==> src/rtl/jtag_bridge_pkg.sv <==
// Shared types and status-word bit offsets for the JTAG-to-register-bus bridge.
package jtag_bridge_pkg;

  typedef enum logic [0:0] {
    StIdle = 1'b0,
    StReq  = 1'b1
  } bridge_state_e;

  // Status flag positions, counted upward from DATA_W inside the captured word.
  localparam int unsigned ST_DONE = 0;
  localparam int unsigned ST_ERR  = 1;
  localparam int unsigned ST_OVR  = 2;

endpackage

==> src/rtl/jtag_dr_shifter.sv <==
// JTAG data register: parallel capture, LSB-first shift, and a falling-edge TDO flop.
module jtag_dr_shifter #(
  parameter int unsigned WIDTH = 8
) (
  input  logic             clk_i,
  input  logic             rst_i,
  input  logic             sel_i,
  input  logic             capture_i,
  input  logic             shift_i,
  input  logic             tdi_i,
  input  logic [WIDTH-1:0] capture_data_i,
  output logic [WIDTH-1:0] dr_o,
  output logic             tdo_o
);

  logic [WIDTH-1:0] dr_d, dr_q;
  logic             tdo_q;

  // Capture has priority over shift when both strobes are seen together.
  always_comb begin
    dr_d = dr_q;
    if (sel_i && capture_i) begin
      dr_d = capture_data_i;
    end else if (sel_i && shift_i) begin
      dr_d = {tdi_i, dr_q[WIDTH-1:1]};
    end
  end

  always_ff @(posedge clk_i or posedge rst_i) begin
    if (rst_i) begin
      dr_q <= '0;
    end else begin
      dr_q <= dr_d;
    end
  end

  always_ff @(negedge clk_i or posedge rst_i) begin
    if (rst_i) begin
      tdo_q <= 1'b0;
    end else begin
      tdo_q <= dr_q[0];
    end
  end

  assign dr_o  = dr_q;
  assign tdo_o = tdo_q;

endmodule

==> src/rtl/jtag_reg_bridge.sv <==
// USER1 data register to single-outstanding req/ack register-bus master, clocked by TCK.
module jtag_reg_bridge
  import jtag_bridge_pkg::*;
#(
  parameter int unsigned ADDR_W  = 8,
  parameter int unsigned DATA_W  = 16,
  parameter int unsigned TIMEOUT = 16
) (
  input  logic              tckutap,
  input  logic              reset,
  input  logic              sel,
  input  logic              captureuser,
  input  logic              shiftuser,
  input  logic              updateuser,
  input  logic              tdiutap,
  output logic              tdo,
  output logic              bus_req,
  output logic              bus_we,
  output logic [ADDR_W-1:0] bus_addr,
  output logic [DATA_W-1:0] bus_wdata,
  input  logic [DATA_W-1:0] bus_rdata,
  input  logic              bus_ack
);

  localparam int unsigned DR_W = 1 + ADDR_W + DATA_W;
  localparam int unsigned CntW = $clog2(TIMEOUT);

  bridge_state_e state_d, state_q;
  logic              we_d, we_q;
  logic [ADDR_W-1:0] addr_d, addr_q;
  logic [DATA_W-1:0] wdata_d, wdata_q;
  logic [DATA_W-1:0] rdata_d, rdata_q;
  logic              done_d, done_q;
  logic              err_d, err_q;
  logic              ovr_d, ovr_q;
  logic [CntW-1:0]   cnt_d, cnt_q;

  logic [DR_W-1:0] dr;
  logic [DR_W-1:0] status;
  logic            upd;

  assign upd = sel & updateuser;

  always_comb begin
    status                       = '0;
    status[DR_W-1]               = (state_q == StReq);
    status[DATA_W + ST_DONE]     = done_q;
    status[DATA_W + ST_ERR]      = err_q;
    status[DATA_W + ST_OVR]      = ovr_q;
    status[DATA_W-1:0]           = rdata_q;
  end

  jtag_dr_shifter #(
    .WIDTH(DR_W)
  ) u_dr (
    .clk_i         (tckutap),
    .rst_i         (reset),
    .sel_i         (sel),
    .capture_i     (captureuser),
    .shift_i       (shiftuser),
    .tdi_i         (tdiutap),
    .capture_data_i(status),
    .dr_o          (dr),
    .tdo_o         (tdo)
  );

  always_comb begin
    state_d = state_q;
    we_d    = we_q;
    addr_d  = addr_q;
    wdata_d = wdata_q;
    rdata_d = rdata_q;
    done_d  = done_q;
    err_d   = err_q;
    ovr_d   = ovr_q;
    cnt_d   = cnt_q;
    unique case (state_q)
      StIdle: begin
        if (upd) begin
          we_d    = dr[DR_W-1];
          addr_d  = dr[DATA_W +: ADDR_W];
          wdata_d = dr[DATA_W-1:0];
          done_d  = 1'b0;
          err_d   = 1'b0;
          ovr_d   = 1'b0;
          cnt_d   = '0;
          state_d = StReq;
        end
      end
      StReq: begin
        if (bus_ack) begin
          if (!we_q) begin
            rdata_d = bus_rdata;
          end
          done_d  = 1'b1;
          state_d = StIdle;
        end else if (cnt_q == CntW'(TIMEOUT - 1)) begin
          err_d   = 1'b1;
          done_d  = 1'b0;
          state_d = StIdle;
        end else begin
          cnt_d = cnt_q + 1'b1;
        end
        // A new command while one is in flight is discarded, even on the ack cycle.
        if (upd) begin
          ovr_d = 1'b1;
        end
      end
      default: state_d = StIdle;
    endcase
  end

  always_ff @(posedge tckutap or posedge reset) begin
    if (reset) begin
      state_q <= StIdle;
      we_q    <= 1'b0;
      addr_q  <= '0;
      wdata_q <= '0;
      rdata_q <= '0;
      done_q  <= 1'b0;
      err_q   <= 1'b0;
      ovr_q   <= 1'b0;
      cnt_q   <= '0;
    end else begin
      state_q <= state_d;
      we_q    <= we_d;
      addr_q  <= addr_d;
      wdata_q <= wdata_d;
      rdata_q <= rdata_d;
      done_q  <= done_d;
      err_q   <= err_d;
      ovr_q   <= ovr_d;
      cnt_q   <= cnt_d;
    end
  end

  assign bus_req   = (state_q == StReq);
  assign bus_we    = we_q;
  assign bus_addr  = addr_q;
  assign bus_wdata = wdata_q;

endmodule

==> config.mk <==
export PLATFORM = sky130hd
export DESIGN_NAME = jtag_reg_bridge
export DESIGN_NICKNAME = d
export VERILOG_FILES = /design/src/rtl/jtag_bridge_pkg.sv /design/src/rtl/jtag_dr_shifter.sv /design/src/rtl/jtag_reg_bridge.sv
export SDC_FILE = /design/constraint.sdc
export NUM_CORES = 1
export LEC_CHECK = 0
export CORE_ASPECT_RATIO = 0.7
export CORE_MARGIN = 2
export CORE_UTILIZATION = 53
export CTS_CLUSTER_SIZE = 24
export DETAILED_ROUTE_END_ITERATION = 16
export PLACE_DENSITY = 0.79
export SLEW_MARGIN = 0
export SYNTH_ARGS = -nofsm -noshare
export SYNTH_HDL_FRONTEND = slang
export SYNTH_SLANG_ARGS = --single-unit
==> constraint.sdc <==
create_clock -name tckutap -period 2.8 [get_ports tckutap]
set_clock_uncertainty 0.2 [all_clocks]
set_input_delay 0.28 -clock tckutap [delete_from_list [all_inputs] [get_ports tckutap]]
set_output_delay 0.28 -clock tckutap [all_outputs]
set_load 0.01 [all_outputs]
==> results.json <==
{
  "grt_pass1_wl_mm": 8.83,
  "hold_viol": 0,
  "status": "finished clean",
  "crit_type": "flop to primary output",
  "fillers": 445,
  "cts.clk_slew.worst_paths_ns": 0.07,
  "synth_top_family_by_area": "multiplexers",
  "tritoncts": "yes",
  "finalMaxSlewViolations": 0,
  "fin_util_pct": 66.8,
  "clk_latency_ns": 0.33,
  "drt-initial-drc-count": 108,
  "timing.max_cap.violations": 0,
  "dp_hpwl_mm": 3.67,
  "finalSetupViolations": 0,
  "drive_gt1_share_pct": 22.8,
  "syn_area_per_cell_um2": 13.3,
  "grt-busiest-layer": "met2",
  "synth_nets": 259,
  "htree_levels": 3,
  "core_mm2": 0.00570,
  "total_power_mw": 3.26,
  "synthXorXnorAreaFrac_pct": 0,
  "clkSinkCount": 75,
  "cts-hold-fix-buffers": 0,
  "cp-end-kind": "primary output",
  "num_antenna_cells": 0,
  "maxSlewHeadroom_pct": 63.5,
  "grt_util_met1_pct": 23.8,
  "synth_area_mm2": 0.00312,
  "critPathLaunchType": "flop",
  "antenna_found_initial": 0,
  "yosys.area_share.simple_pct": 6.82,
  "cellLeakagePower_nw": 1.69,
  "critPathBufInv": 1,
  "yosysUniqueCellTypes": 27,
  "synth-seq-cells": 75,
  "dp_slack_ns": 0.0139,
  "first_global_vias": 1838,
  "start_util_pct": 54.7,
  "fin_area_mm2": 0.00381,
  "dr_total_vias": 1905,
  "gp_congestion": 0.731,
  "layoutNonFillerInstCount": 364,
  "vias_per_cell": 5.23,
  "syn_to_final_growth_pct": 22.1,
  "min_path_type": "input pin to asynchronous set/reset pin",
  "cp.arrival_ns": 2.23,
  "synth_mux_area_share_pct": 22.6,
  "tns_ns": 0,
  "drc": 0,
  "met2_usage_pct": 30.1,
  "peakVddDrop_mv": 0.530,
  "slowest_stage": "dfrtn_1",
  "grt-ovfl-total": 0,
  "rows": 23,
  "grt_max_degree": 45,
  "num_io_pins": 51,
  "critPathMaxStageDelay_ns": 0.38,
  "cts_buffers": 9,
  "crit_chain": "buf_2",
  "die_x_um": 95.7,
  "worst_slack_ns": 0.0854,
  "grt_use_total_pct": 18.6,
  "powerDensity_mw_per_mm2": 857,
  "layout.nets": 310,
  "path_delay_family": "flip-flops",
  "cp.required_ns": 2.32,
  "synthAdderAreaFrac_pct": 0.401,
  "die_h_um": 68.2,
  "dp.cells": 349,
  "postRouteAntennaNets": 0,
  "cts_root_buf": "clkbuf_8",
  "worst_slew_pin_slew_ns": 0.548,
  "grt_setup_unrepaired": "no",
  "routedWlPerCell_um": 14.7,
  "cts-resized-gates": 4,
  "wl_mm": 5.35,
  "post_cts_buffers": 0,
  "synthCells": 234,
  "numPortBuffers": 50,
  "worst-path-max-fanout": 1,
  "synth-compound-area-share_pct": 5.78,
  "dr.pass1.iters": 5,
  "placed_cell_area_mm2": 0.00363,
  "yosysWarnings": 0,
  "seq_area_frac_synth_pct": 60.2,
  "holdWs_ns": 0.260,
  "grt_use_met3_pct": 6.94,
  "clk_path_buf_depth": 2,
  "design.die.area_mm2": 0.00652
}
## kinds of logic after synthesis
family | Yosys count
flip-flops | 75
multiplexers | 65
AND/OR/NAND/NOR | 45
AO/OA/AOI/OAI | 32
buffers and inverters | 16
adder cells (fa/ha/maj) | 1
## report_power, final
group	total, mW	switching, mW	internal, mW
combinational	0.855	0.320	0.536
sequential	1.66	0.218	1.44
clock	0.748	0.357	0.391
total	3.26	0.895	2.37
## metal layers
metal  vias up  share of wire, %
li1        912                 -
met1       942                45
met2        44                49
met3         7               5.5
met4         0              0.95
met5         -                 0
## synthesized netlist by cell type
master | n | area, µm²
nand2_1 | 34 | 128
mux2_2 | 42 | 473
buf_6 | 1 | 11.3
buf_12 | 3 | 60.1
o211ai_1 | 1 | 7.51
buf_4 | 1 | 7.51
o21ai_1 | 13 | 65.1
nand2b_1 | 2 | 12.5
dfrtp_1 | 74 | 1850
nand3_1 | 2 | 10.0
nand3b_4 | 1 | 20.0
inv_1 | 3 | 11.3
and2_4 | 1 | 8.76
mux2i_1 | 22 | 220
nor2_1 | 2 | 7.51
mux2_1 | 1 | 11.3
clkbuf_2 | 1 | 5.00
a21oi_1 | 6 | 30.0
and2_2 | 1 | 7.51
dfrtn_1 | 1 | 25.0
buf_2 | 7 | 35.0
o21ai_2 | 2 | 17.5
nand3b_2 | 1 | 11.3
ha_1 | 1 | 12.5
a32o_1 | 2 | 20.0
o21ai_0 | 8 | 40.0
nand3b_1 | 1 | 7.51
## cell type report
class                           instances  area (µm²)  area share [%]
Sequential cell                        75        1880            49.3
Multi-Input combinational cell        143        1110            29.2
Timing Repair Buffer                   53         531            13.9
Clock buffer                           14         173            4.54
Tap cell                               75        93.8            2.47
Inverter                                3        15.0           0.394
Clock inverter                          1        7.51           0.197
## sequential cells by signal (all words and copies together), names as in the netlist
register,cells
err_q,1
ovr_q,1
bus_addr,8
bus_we,1
u_dr.tdo_o,1
done_q,1
rdata_q,16
u_dr.dr_o,25
bus_wdata,16
bus_req,1
cnt_q,4
## path summary, 6_finish.rpt
kind | from | to | slack [ns] | cells past startpoint
setup / recovery | u_dr.tdo_o$_DFF_NP0_ | tdo | 0.09 | 1
hold / removal | reset | bus_wdata[14]$_DFFE_PP0P_ | 0.26 | 3
setup reg to reg | u_dr.dr_o[0]$_DFFE_PP0P_ | u_dr.tdo_o$_DFF_NP0_ | 0.63 | 0
hold reg to reg | rdata_q[14]$_DFFE_PP0P_ | u_dr.dr_o[14]$_DFFE_PP0P_ | 0.28 | 2
max in group asynchronous | reset | u_dr.tdo_o$_DFF_NP0_ | 0.98 | 2
min in group tckutap | rdata_q[14]$_DFFE_PP0P_ | u_dr.dr_o[14]$_DFFE_PP0P_ | 0.28 | 2
## placed cells by master, fill, tap and decap left out, drive strengths merged
master,n
nand2,34
mux2i,22
nor2,2
and2,2
o21ai,23
a21oi,6
clkinvlp,2
ha,1
mux2,43
clkdlybuf4s50,49
buf,4
dfrtn,1
dfrtp,74
o211ai,1
a32o,2
inv,2
nand2b,2
clkbuf,14
nand3,2
nand3b,3
Note: power is estimated with default switching activity, not from simulation.
